File: config.mk
export PLATFORM = sky130hd
export DESIGN_NAME = rr_arbiter_n
export DESIGN_NICKNAME = d
export VERILOG_FILES = /design/src/rtl/arb_pkg.sv /design/src/rtl/rr_priority_pick.sv /design/src/rtl/rr_arbiter_n.sv
export SDC_FILE = /design/constraint.sdc
export NUM_CORES = 1
export LEC_CHECK = 0
export CORE_ASPECT_RATIO = 0.7
export CORE_MARGIN = 5
export CORE_UTILIZATION = 36
export CTS_CLUSTER_SIZE = 14
export DETAILED_ROUTE_END_ITERATION = 12
export PLACE_DENSITY = 0.69
export SLEW_MARGIN = 30
export SYNTH_ARGS = -nofsm -noshare
export SYNTH_HDL_FRONTEND = slang
export SYNTH_HIERARCHICAL = 1
export SYNTH_SLANG_ARGS = --single-unit
export TNS_END_PERCENT = 20
File: constraint.sdc
create_clock -name clk -period 3 [get_ports clk]
set_clock_uncertainty 0.05 [all_clocks]
set_input_delay 0.75 -clock clk [delete_from_list [all_inputs] [get_ports clk]]
set_output_delay 0.75 -clock clk [all_outputs]
set_load 0.02 [all_outputs]
File: src/rtl/arb_pkg.sv
// Shared types and helpers for the N-channel round-robin FIFO drain arbiter.
// State encodings, burst-length normalisation and one-hot to index encoding.
package arb_pkg;

    typedef enum logic {
        ARB_IDLE  = 1'b0,
        ARB_BURST = 1'b1
    } arb_state_e;

    // A programmed burst length of zero still grants one pop.
    function automatic int eff_burst(input int len);
        return (len == 0) ? 1 : len;
    endfunction

    function automatic int onehot_to_idx(input logic [63:0] oh);
        int idx;
        idx = 0;
        for (int i = 0; i < 64; i++) begin
            if (oh[i]) idx = i;
        end
        return idx;
    endfunction

endpackage

File: src/rtl/rr_priority_pick.sv
// Round-robin winner search: first set request strictly after last_ch, circularly.
// The request vector is doubled so the wrap-around becomes a plain masked first-one search.
module rr_priority_pick #(
    parameter int NUM_CH = 4,
    parameter int SEL_W  = $clog2(NUM_CH)
) (
    input  logic [NUM_CH-1:0] req,
    input  logic [SEL_W-1:0]  last_ch,
    output logic              any_req,
    output logic [SEL_W-1:0]  winner
);

    logic [2*NUM_CH-1:0] dbl;
    logic [2*NUM_CH-1:0] mask;
    logic [2*NUM_CH-1:0] masked;
    logic                found;

    always_comb begin
        dbl     = {req, req};
        mask    = '0;
        winner  = '0;
        found   = 1'b0;
        any_req = |req;
        for (int i = 0; i < 2*NUM_CH; i++) begin
            mask[i] = (i > int'(last_ch)) && (i <= int'(last_ch) + NUM_CH);
        end
        masked = dbl & mask;
        for (int i = 0; i < 2*NUM_CH; i++) begin
            if (!found && masked[i]) begin
                found  = 1'b1;
                winner = SEL_W'((i >= NUM_CH) ? (i - NUM_CH) : i);
            end
        end
    end

endmodule

File: src/rtl/rr_arbiter_n.sv
// N-channel round-robin arbiter draining per-channel FIFOs with bursts and back-pressure.
// Pop is combinational; mux select and valid are registered to line up with FIFO read data.
//
//   state     | meaning
//   ----------+----------------------------------------------------------
//   ARB_IDLE  | no grant in progress; arbitrate each unstalled cycle
//   ARB_BURST | last_ch owns the output until cnt reaches blen or it drains
module rr_arbiter_n
    import arb_pkg::*;
#(
    parameter int NUM_CH  = 4,
    parameter int SEL_W   = $clog2(NUM_CH),
    parameter int BURST_W = 3
) (
    input  logic               clk,
    input  logic               reset_L,
    input  logic [NUM_CH-1:0]  req,
    input  logic               stall,
    input  logic [BURST_W-1:0] burst_len,
    output logic [NUM_CH-1:0]  pop,
    output logic [SEL_W-1:0]   port_mux,
    output logic               valid_mux
);

    arb_state_e         state_q, state_d;
    logic [SEL_W-1:0]   last_q, last_d;
    logic [BURST_W-1:0] cnt_q, cnt_d;
    logic [BURST_W-1:0] blen_q, blen_d;
    logic [SEL_W-1:0]   port_q, port_d;
    logic               valid_q, valid_d;

    logic [NUM_CH-1:0]  pop_c;
    logic               any_req;
    logic [SEL_W-1:0]   winner;
    logic               arbitrate;
    logic [BURST_W-1:0] blen_new;
    logic [BURST_W-1:0] cnt_inc;

    rr_priority_pick #(
        .NUM_CH (NUM_CH),
        .SEL_W  (SEL_W)
    ) u_pick (
        .req     (req),
        .last_ch (last_q),
        .any_req (any_req),
        .winner  (winner)
    );

    assign blen_new = BURST_W'(eff_burst(32'(burst_len)));
    assign cnt_inc  = cnt_q + BURST_W'(1);

    always_comb begin
        state_d   = state_q;
        last_d    = last_q;
        cnt_d     = cnt_q;
        blen_d    = blen_q;
        pop_c     = '0;
        arbitrate = 1'b0;

        case (state_q)
            ARB_IDLE: begin
                arbitrate = !stall;
            end
            ARB_BURST: begin
                if (!stall) begin
                    if (req[last_q]) begin
                        pop_c[last_q] = 1'b1;
                        cnt_d         = cnt_inc;
                        if (cnt_inc == blen_q) state_d = ARB_IDLE;
                    end else begin
                        // Owner drained: hand over this cycle, owner ends up lowest priority.
                        arbitrate = 1'b1;
                        state_d   = ARB_IDLE;
                    end
                end
            end
            default: state_d = ARB_IDLE;
        endcase

        if (arbitrate && any_req) begin
            pop_c         = '0;
            pop_c[winner] = 1'b1;
            last_d        = winner;
            cnt_d         = BURST_W'(1);
            blen_d        = blen_new;
            state_d       = (blen_new > BURST_W'(1)) ? ARB_BURST : ARB_IDLE;
        end
    end

    // Pop must read zero for the whole time reset is held, not just after the next edge.
    assign pop = reset_L ? pop_c : '0;

    always_comb begin
        valid_d = |pop_c;
        port_d  = (|pop_c) ? SEL_W'(onehot_to_idx(64'(pop_c))) : port_q;
    end

    always_ff @(posedge clk or negedge reset_L) begin
        if (!reset_L) begin
            state_q <= ARB_IDLE;
            last_q  <= SEL_W'(NUM_CH - 1);
            cnt_q   <= '0;
            blen_q  <= BURST_W'(1);
            port_q  <= '0;
            valid_q <= 1'b0;
        end else begin
            state_q <= state_d;
            last_q  <= last_d;
            cnt_q   <= cnt_d;
            blen_q  <= blen_d;
            port_q  <= port_d;
            valid_q <= valid_d;
        end
    end

    assign port_mux  = port_q;
    assign valid_mux = valid_q;

endmodule

==> results.ini, run 1 <==
[finish]
antenna_cells=0
layout-drive-gt1-share_pct=42.4
finish.utilization_pct=55.9
final_area_um2=1200
synthToLayoutAreaGrowth_pct=48.0
nNetsFinal=137

[placement]
post_dp_cell_area_um2=1160
routabilityCongestion=0.791
dp_hpwl_mm=1.80
port_buffers=16

[cts]
root_buffer=clkbuf_4
clock_path_buffers=2
cts.hold.buffers_added=0
clock_latency_ps=270
clock-sinks=12
cts_tree=done
h-tree-depth=1
cts_buffers=3
clk_pin_slew_worst_paths_ps=70

[route]
vias=797
drcViolationCount=0
wl_per_cell_um=14.5
vias_per_cell=5.08
drtPass1Iterations=4
routed_wl_mm=2.27
drtAntennaViolNets=0
drt-initial-drc-count=28

[worst_setup_path]
critPathSlowestCell=or4_4
crit_required_ps=2200
start_kind=input pin
crit_chain=clkbuf_2 -> or4_4 -> nand2b_4 -> a21oi_4 -> and3_2 -> a41o_1 -> buf_6
reg2reg_slack_ps=910
crit_start=req[2]
crit_family=simple AND/OR/NAND/NOR gates
crit_type=input pin to output port
path_max_fanout=5
reg2reg_from=last_q[0]$_DFFE_PN1N_
cp.arrival_ps=2110
crit_buf_inv=2
cpPeakStageDelay_ps=550
worstSetupEndpointType=output port

[floorplanning]
rows=14
die_x_um=66.8
start_util_pct=37.7
io_pins=17
coreArea_um2=2150
die_h_um=49.8
fp.dieArea_um2=3320

[synthesis]
synth_mux_area_share_pct=10.6
yosys.area_share.simple_pct=18.3
ys_types=38
synth_top_family_by_area=compound AO/OA/AOI/OAI gates
ys_seq_area_share_pct=37.4
syn-cell-area_um2=813
syn_nets=96
syn_avg_cell_area_um2=9.57
yosys_warnings=6
synth_compound_area_share_pct=21.4
synth_xor_area_share_pct=4.31
netlist_instances=85
synthAdderAreaFrac_pct=1.54
ys_ff_latch=12

[sta]
period_needed_ps=2910
min_period_over_period_pct=97.0
setup_viol=0
finalHoldViolCount=0
relSlewSlack_pct=72.0
finalMaxSlewViolations=0
worst_pin_slew_ps=415
holdWs_ps=476
rsz0062_at_grt=no
max_clock_freq_mhz=344

[power]
total_power_mw=1.03
p_comb_share_pct=57.5
power_frac_clock_pct=12.2
powerDensity_nw_per_um2=857
leakagePower_nw=0.553
power.internal_mw=0.619
p_sw_share_pct=40.0
p_sw_mw=0.412
ir_drop_mv=0.430
seqPwrFrac_pct=30.2

[status]
status=finished, final reports clean

[global_routing]
grt_start_max_net_pins=13
grt-ovfl-total=0
grt_pass1_vias=777
gr-usage-all-layers_pct=15.5
antenna_found_initial=0
grt_pass1_wl_mm=3.84

[hold_path]
min_path_type=register to register
min-delay-start=cnt_q[1]$_DFFE_PN0P_

[job]
maxCapViolations=0

==> cell usage in the layout (no fill, tap or decap), types with 2 or more instances in the layout <==
cell	n
clkdlybuf4s50_1	8
nand3_1	3
buf_2	2
o21ai_0	5
nand2_1	6
mux2i_1	3
nor2_1	6
a21oi_1	4
xnor2_1	3
clkbuf_4	3
nor2b_1	2
dfstp_2	3
dfrtp_1	9
buf_4	23
clkbuf_2	4
inv_1	8
mux2_2	3
==> final cells by class <==
cell class | instances | area, um^2
flip-flops and latches | 12 | 304
fillers | 205 | 951
well taps | 32 | 40.0
inverters | 8 | 30.0
repair buffers | 38 | 294
multi-input cells | 63 | 499
clock buffers | 4 | 36.3
==> logic make-up after synthesis <==
| kind of cell | count (synthesis) |
|---|---|
| AO/OA/AOI/OAI | 23 |
| XOR/XNOR | 4 |
| flip-flops | 12 |
| adder cells (fa/ha/maj) | 1 |
| AND/OR/NAND/NOR | 28 |
| multiplexers | 7 |
| buffers and inverters | 10 |
==> cell usage after synthesis <==
cell type,count,area (um^2)
a2111oi_0,1,8.76
a211oi_1,1,7.51
a21oi_1,4,20.0
a21oi_2,1,8.76
a221o_1,1,10.0
a221o_2,1,11.3
a22o_1,1,8.76
a32oi_1,2,17.5
a41o_1,1,10.0
and2b_1,1,7.51
and3_1,1,6.26
and3_2,1,7.51
buf_6,2,22.5
dfrtp_1,9,225
dfstp_2,3,78.8
ha_1,1,12.5
inv_1,8,30.0
mux2_2,3,33.8
mux2i_1,3,30.0
mux4_2,1,22.5
nand2_1,6,22.5
nand2_4,1,11.3
nand2b_1,2,12.5
nand3_1,3,15.0
nor2_1,6,22.5
nor2b_1,2,12.5
nor3_1,2,10.0
nor3b_1,1,7.51
o211ai_1,1,7.51
o21ai_0,5,25.0
o21ai_1,1,5.00
o221ai_1,1,8.76
o311ai_0,1,8.76
o32ai_2,1,16.3
or2_2,1,6.26
or4_1,1,7.51
xnor2_1,3,26.3
xor2_1,1,8.76
==> routing by layer <==
metal  GRT usage, %  vias up  routed length [um]
li1               -      396                   -
met1           23.5      379                1140
met2           21.7       20                1020
met3           4.32        2                  99
met4           3.04        0                  15
met5              0        -                   0
==> power by group through the flow <==
stage / logic [mW] / clock network (mW) / registers, mW
2_1_floorplan: 0.318 / 0 / 0.321
3_3_place_gp: 0.550 / 0 / 0.307
3_5_place_dp: 0.564 / 0 / 0.312
4_1_cts: 0.578 / 0.130 / 0.311
5_1_grt: 0.644 / 0.144 / 0.320
6_report: 0.593 / 0.126 / 0.312
==> repair_timing <==
| action | CTS | global route |
|---|---|---|
| setup endpoints to repair | 4 | 4 |
| gates cloned | 0 | 0 |
| pin swaps | 2 | 4 |
| setup buffers | 0 | 0 |
| endpoints found under the hold margin | 0 | 0 |
| gates resized for setup | 29 | 9 |
==> final timing paths <==
kind | to | depth (start not counted)
max | pop[0] | 7
min | cnt_q[1]$_DFFE_PN0P_ | 1
max reg2reg | cnt_q[2]$_DFFE_PN0P_ | 8
min reg2reg | cnt_q[1]$_DFFE_PN0P_ | 1
max in group asynchronous | last_q[0]$_DFFE_PN1N_ | 3
min in group asynchronous | port_mux[1]$_DFFE_PN0P_ | 3
==> registers in the layout (all words and copies together), names as in the netlist <==
signal     count
port_mux       2
cnt_q          3
state_q        1
blen_q         3
last_q         2
valid_mux      1
==> through the flow <==
stage	setup slack, ps	instances	TNS, ps
2_1_floorplan	167	85	0
3_3_place_gp	-765	153	-3000
3_5_place_dp	-785	153	-3060
4_1_cts	-81.2	157	-162
5_1_grt	3.73	157	0
6_report	90.2	157	0
Note: power is estimated with default switching activity, not from simulation.
==> inputs of run 2 (changes only) <==
--- a/config.mk
+++ b/config.mk
@@ -7,10 +7,11 @@
 export LEC_CHECK = 0
 export CORE_ASPECT_RATIO = 0.7
 export CORE_MARGIN = 5
-export CORE_UTILIZATION = 36
+export CORE_UTILIZATION = 40
 export CTS_CLUSTER_SIZE = 14
 export DETAILED_ROUTE_END_ITERATION = 12
-export PLACE_DENSITY = 0.69
+export MAX_ROUTING_LAYER = met4
+export PLACE_DENSITY = 0.74
 export SLEW_MARGIN = 30
 export SYNTH_ARGS = -nofsm -noshare
 export SYNTH_HDL_FRONTEND = slang
==> constraint.sdc (replaced) <==
create_clock -name clk -period 3.4 [get_ports clk]
set_clock_uncertainty 0.05 [all_clocks]
set_input_delay 0.85 -clock clk [delete_from_list [all_inputs] [get_ports clk]]
set_output_delay 0.85 -clock clk [all_outputs]
set_load 0.02 [all_outputs]
==> results.ini, run 2 (synthesis gave the netlist of run 1 again) <==
[status]
status=finished, final reports clean

[cts]
clock_path_buffers=2  ; unchanged
cts_buffers=3  ; unchanged
h-tree-depth=1  ; unchanged
cts.hold.buffers_added=0  ; unchanged
clock-sinks=12  ; unchanged
post_cts_buffers=0  ; unchanged
root_buffer=clkbuf_4
cts_tree=done
clock_latency_ps=270  ; about the same
clk_pin_slew_worst_paths_ps=70  ; about the same

[global_routing]
antenna_found_initial=0  ; unchanged
grt_pass1_vias=762  ; -1.9%
gr-usage-all-layers_pct=15.8  ; +0.33 points
grt_pass1_wl_mm=3.52  ; -8.4%
grt-ovfl-total=0  ; unchanged
grt_start_max_net_pins=13  ; unchanged

[finish]
final_cell_mix=19 x buf_4, 9 x dfrtp_1, 8 x inv_1, 8 x clkdlybuf4s50_1
final_common_cell=buf_4
regArea_um2=304  ; unchanged
layout.cells.non_filler=143  ; -8.9%
synthToLayoutAreaGrowth_pct=42.3
nNetsFinal=133  ; -2.9%
antenna_cells=0  ; unchanged
fillerInstances=173  ; -16%
layout-drive-gt1-share_pct=35.5  ; -6.9 points
finish.utilization_pct=60.8  ; +5.0 points
final_area_um2=1160  ; -3.8%
multiInputGateArea_um2=480  ; -3.8%
reg_top3=blen_q: 3 flops, cnt_q: 3 flops

[placement]
routabilityCongestion=0.925  ; +17%
port_buffers=16  ; unchanged
dp_hpwl_mm=1.70  ; -5.7%
post_dp_cell_area_um2=1110  ; -3.7%
post-place-cells=139  ; -9.2%
post-place-ws_ps=-624  ; +161 ps

[sta]
worst_pin_slew_ps=367  ; -47.5 ps
finalHoldViolCount=0  ; unchanged
min_period_over_period_pct=97.4
finalMaxSlewViolations=0  ; unchanged
rsz0062_at_grt=no
max_clock_freq_mhz=302
setup_viol=0  ; unchanged
fin_ws_ps=87.5  ; -2.62 ps
holdWs_ps=466  ; -9.96 ps
finalSetupTns_ps=0  ; unchanged
relSlewSlack_pct=74.9  ; +2.9 points
period_needed_ps=3310

[worst_setup_path]
start_kind=input pin
worstSetupEndpointType=output port
path_max_fanout=7  ; +2
cp.arrival_ps=2410  ; +300 ps
crit_family=simple AND/OR/NAND/NOR gates
crit_type=input pin to output port
critPathSlowestCell=or4_4
cpPeakStageDelay_ps=550  ; about the same
crit_required_ps=2500  ; +300 ps
crit_chain=dlygate4sd2_1 -> or4_4 -> nand2b_4 -> a21oi_4 -> and3_2 -> a41o_1 -> buf_6
crit_buf_inv=2  ; unchanged

[floorplanning]
coreArea_um2=1900  ; -12%
fp.dieArea_um2=3050  ; -8.3%
die_x_um=63.9  ; -4.4%
die_h_um=47.7  ; -4.1%
rows=13  ; -1
start_util_pct=42.7  ; +5.0 points
io_pins=17  ; unchanged

[route]
drt-initial-drc-count=35  ; +25%
drtAntennaViolNets=0  ; unchanged
drcViolationCount=0  ; unchanged
wl_per_cell_um=15.1  ; +4.3%
vias_per_cell=5.45  ; +7.4%
vias=780  ; -2.1%
routed_wl_mm=2.16  ; -5.0%
drtPass1Iterations=4  ; unchanged

[hold_path]
min_path_type=register to register

[power]
leakagePower_nw=0.541  ; -2.2%
ir_drop_mv=0.463  ; +7.8%
total_power_mw=0.862  ; -16%
powerDensity_nw_per_um2=745  ; -13%

[job]
maxCapViolations=0  ; unchanged

==> run 2: layout make-up <==
class | instances | area share [%]
clock buffer | 4 | 3.14
inverter | 8 | 2.59
multi-input combinational | 63 | 41.5
sequential | 12 | 26.3
tap | 22 | 2.38
timing repair buffer | 34 | 24.1
==> run 2: worst paths after layout <==
kind / start / end / slack [ps] / depth (start not counted)
min: blen_q[0]$_DFFE_PN1N_ / blen_q[0]$_DFFE_PN1N_ / 470 / 2
min in group asynchronous: reset_L / cnt_q[0]$_DFFE_PN0P_ / 1090 / 3
min reg2reg: blen_q[0]$_DFFE_PN1N_ / blen_q[0]$_DFFE_PN1N_ / 470 / 2
max: req[3] / pop[0] / 90 / 7
max reg2reg: last_q[0]$_DFFE_PN1N_ / cnt_q[2]$_DFFE_PN0P_ / 1300 / 7
max in group asynchronous: reset_L / blen_q[0]$_DFFE_PN1N_ / 1980 / 3
==> run 2: timing repair <==
action                                  in CTS  in global routing
resized for setup                           25                  4
endpoints found under the setup margin       4                  4
pin swaps                                    3                  1
cloned                                       0                  0
==> run 2: per-layer routing <==
metal | up-vias | track usage [%] | routed length, um
met5 | - | - | 0
met4 | 0 | 2.90 | 29
met3 | 4 | 4.69 | 168
met2 | 22 | 23.8 | 917
met1 | 369 | 21.4 | 1040
li1 | 385 | - | -
==> run 2: where the power goes <==
part	switching (mW)	total, mW	internal (mW)
registers	0.0619	0.278	0.216
clock network	0.0472	0.112	0.0651
logic	0.232	0.472	0.240
total	0.341	0.862	0.521
==> run 2: worst reg2reg max path: stages (launching register included) <==
cell	delay [ps]
dfstp_2	550
buf_4	170
mux2i_1	110
nor3_1	360
buf_4	210
nor3_1	50
buf_4	150
a221o_1	340
==> inputs of run 3 (changes only) <==
--- a/config.mk
+++ b/config.mk
@@ -5,13 +5,15 @@
 export SDC_FILE = /design/constraint.sdc
 export NUM_CORES = 1
 export LEC_CHECK = 0
+export ABC_AREA = 1
 export CORE_ASPECT_RATIO = 0.7
 export CORE_MARGIN = 5
 export CORE_UTILIZATION = 40
+export CTS_BUF_LIST = sky130_fd_sc_hd__clkbuf_8
 export CTS_CLUSTER_SIZE = 14
 export DETAILED_ROUTE_END_ITERATION = 12
 export MAX_ROUTING_LAYER = met4
-export PLACE_DENSITY = 0.74
+export PLACE_DENSITY = 0.73
 export SLEW_MARGIN = 30
 export SYNTH_ARGS = -nofsm -noshare
 export SYNTH_HDL_FRONTEND = slang
==> constraint.sdc (replaced) <==
create_clock -name clk -period 3.4 [get_ports clk]
set_clock_uncertainty 0.05 [all_clocks]
set_input_delay 0.85 -clock clk [delete_from_list [all_inputs] [get_ports clk]]
set_output_delay 0.85 -clock clk [all_outputs]
set_load 0.05 [all_outputs]
==> results.ini, run 3 <==
[route]
wl_per_cell_um=11.5  ; -24%
drt-initial-drc-count=19  ; -46%
routed_wl_mm=2.17  ; +0.74%
vias_per_cell=4.63  ; -15%
drtPass1Iterations=5  ; +1
drtAntennaViolNets=0  ; unchanged
vias=876  ; +12%
drcViolationCount=0  ; unchanged

[global_routing]
grt_pass1_wl_mm=3.77  ; +7.2%
grt_pass1_vias=886  ; +16%
grt-ovfl-total=0  ; unchanged
antenna_found_initial=0  ; unchanged
gr-usage-all-layers_pct=15.3  ; -0.53 points
grt_start_max_net_pins=13  ; unchanged

[cts]
clock-sinks=12  ; unchanged
clk_pin_slew_worst_paths_ps=50  ; -20 ps
h-tree-depth=1  ; unchanged
clock_path_buffers=2  ; unchanged
cts_tree=done
root_buffer=clkbuf_8
cts_buffers=3  ; unchanged
cts.hold.buffers_added=0  ; unchanged
clock_latency_ps=240  ; -30 ps

[synthesis]
yosysMostFrequentCell=nand2_1
synth-async-reset-ratio_pct=100  ; unchanged
yosys_warnings=6  ; unchanged
synth_compound_area_share_pct=8.33  ; -13 points
yosysTopAreaCellShare_pct=25.0  ; -2.7 points
synth_mux_area_share_pct=0  ; -11 points
netlist_top_cells_area=dfrtp_1 25%, nand2_1 18%, dfstp_2 8.8%
yosys.area_share.simple_pct=45.7  ; +27 points
ys_seq_area_share_pct=33.8  ; -3.6 points
syn_avg_cell_area_um2=6.93  ; -28%
netlist_instances=130  ; +53%
syn-cell-area_um2=901  ; +11%
synth_xor_area_share_pct=2.92  ; -1.4 points
synth-edff-count=0  ; unchanged
ys_ff_latch=12  ; unchanged
yosysTopAreaCell=dfrtp_1
ys_types=23  ; -39%
synthAdderAreaFrac_pct=1.39  ; -0.15 points
synthTopCellsByCount=43 x nand2_1, 16 x inv_1, 15 x nor2_1
synth_top_family_by_area=simple AND/OR/NAND/NOR gates
syn_nets=141  ; +47%
dominantRegCellSynth=dfrtp_1

[finish]
nNetsFinal=169  ; +27%
synthToLayoutAreaGrowth_pct=41.5
layout-drive-gt1-share_pct=28.7  ; -6.9 points
final_common_cell=nand2_1
antenna_cells=0  ; unchanged
multiInputGateArea_um2=558  ; +16%
regArea_um2=304  ; unchanged
final_cell_mix=41 x nand2_1, 17 x inv_1, 15 x nor2_1, 9 x dfrtp_1, 9 x clkdlybuf4s50_1
reg_top3=blen_q: 3 flops, cnt_q: 3 flops
finish.utilization_pct=59.2  ; -1.6 points
fillerInstances=197  ; +14%

[sta]
period_needed_ps=3300  ; -8.64 ps
finalMaxSlewViolations=0  ; unchanged
relSlewSlack_pct=66.9  ; -7.9 points
holdWs_ps=427  ; -38.8 ps
finalHoldViolCount=0  ; unchanged
max_clock_freq_mhz=303  ; +0.26%
setup_viol=0  ; unchanged
min_period_over_period_pct=97.2  ; -0.25 points
worst_pin_slew_ps=494  ; +127 ps
fin_ws_ps=96.2  ; +8.64 ps
rsz0062_at_grt=no

[power]
powerDensity_nw_per_um2=783  ; +5.1%
leakagePower_nw=0.666  ; +23%
ir_drop_mv=0.399  ; -14%

[hold_path]
min_path_type=register to register
whs_path_depth=2  ; unchanged
min_to=port_mux[1]$_DFFE_PN0P_
min-delay-start=port_mux[1]$_DFFE_PN0P_

[floorplanning]
coreArea_um2=2150  ; +13%
die_x_um=66.7  ; +4.4%
start_util_pct=41.8  ; -0.92 points
io_pins=17  ; unchanged
fp.dieArea_um2=3320  ; +8.8%
die_h_um=49.7  ; +4.1%
rows=14  ; +1

[worst_setup_path]
rr_worst_depth=13  ; +6
reg2reg_from=last_q[1]$_DFFE_PN1N_
cp.arrival_ps=2400  ; about the same
path_max_fanout=3  ; -4
crit_chain=clkdlybuf4s50_1 -> inv_1 -> nand2_2 -> nor2_4 -> nand2_1 -> nand2_1 -> inv_1 -> nor2_1 -> nand3_2 -> a21oi_4 -> buf_12
start_kind=input pin
r2r-end=port_mux[0]$_DFFE_PN0P_
worstSetupEndpointType=output port
crit_required_ps=2500  ; about the same
cpPeakStageDelay_ps=440  ; -110 ps
reg2reg_slack_ps=1470  ; +170 ps
crit_family=buffers and inverters
critPathSlowestCell=clkdlybuf4s50_1
crit_buf_inv=4  ; +2
crit_type=input pin to output port

[placement]
dp_hpwl_mm=1.79  ; +5.4%
post-place-ws_ps=-203  ; +421 ps
routabilityCongestion=0.820  ; -11%
port_buffers=16  ; unchanged

[status]
status=finished, final reports clean

[job]
maxCapViolations=0  ; unchanged

[run 3: changes by cell type after synthesis, moves of 3 or more]
| cell | before | now |
|---|---|---|
| nand2_1 | 6 | 43 |
| nor2_1 | 6 | 15 |
| inv_1 | 8 | 16 |
| o21ai_0 | 5 | 0 |
| nand2_2 | 0 | 4 |
| nand3_2 | 0 | 4 |
| inv_2 | 0 | 3 |
| mux2_2 | 3 | 0 |
| mux2i_1 | 3 | 0 |
| nand2_4 | 1 | 4 |
| nand4_1 | 0 | 3 |
| o21ai_1 | 1 | 4 |
[run 3: timing repair]
| item | CTS | global route |
|---|---|---|
| setup buffers | 0 | 1 |
| endpoints found under the setup margin | 3 | 4 |
| pin swaps | 0 | 2 |
| gates resized for setup | 4 | 7 |
[run 3: how the worst max path moves through the flow]
stage | start | to | slack, ps | cells past startpoint
2_1_floorplan | req[2] | pop[2] | 240 | 9
3_3_place_gp | req[3] | pop[1] | -80 | 10
3_5_place_dp | req[3] | pop[1] | -200 | 10
4_1_cts | req[2] | pop[1] | 2 | 11
5_1_grt | req[0] | pop[1] | 7 | 11
6_report | req[0] | pop[1] | 100 | 11
[run 3: power by group]
part | internal [mW] | switching [mW]
registers | 0.218 | 0.0728
logic | 0.223 | 0.354
clock network | 0.0794 | 0.0510
total | 0.520 | 0.478
[run 3: cells by family (layout without fill, tap and decap cells)]
group                    after synthesis  in the layout
AO/OA/AOI/OAI                         12             12
XOR/XNOR                               3              3
adder cells (fa/ha/maj)                1              1
buffers and inverters                 19             46
flip-flops                            12             12
AND/OR/NAND/NOR                       83             83
[run 3: metrics by stage]
| stage | cells | instance area [um^2] | total power [mW] | setup TNS, ps |
|---|---|---|---|---|
| after floorplan | 130 | 901 | 0.680 | 0 |
| after global placement | 184 | 1190 | 0.835 | -89.6 |
| after detailed placement | 184 | 1190 | 0.858 | -315 |
| after CTS | 188 | 1240 | 0.994 | 0 |
| after global routing | 189 | 1270 | 1.08 | 0 |
| final | 189 | 1270 | 0.998 | 0 |
[run 3: worst register-to-register path, stage by stage, from the launching register on]
cell and delay [ps]:
dfstp_2 630, nand2_1 160, nand2_2 110, nand2_4 60
nor2_4 80, nand2_1 60, nand2_1 100, inv_1 80
nor2_1 120, nand3_2 130, buf_4 160, nand2_1 50
nor2_1 50, nand2_1 50
[run 3: area by class of cell]
cell class / instances / area share, %
clock buffers: 3 / 3.24
clock inverters: 1 / 0.294
inverters: 19 / 5.59
multi-input cells: 99 / 43.8
flip-flops and latches: 12 / 23.8
well taps: 32 / 3.14
repair buffers: 23 / 20.1
[run 3: metal layers]
| metal | vias up | track usage (%) | part of all wire [%] |
|---|---|---|---|
| li1 | 458 | - | - |
| met1 | 398 | 20.1 | 48 |
| met2 | 18 | 23.5 | 47 |
| met3 | 2 | 4.77 | 3.8 |
| met4 | 0 | 2.36 | 0.64 |
| met5 | - | - | 0 |
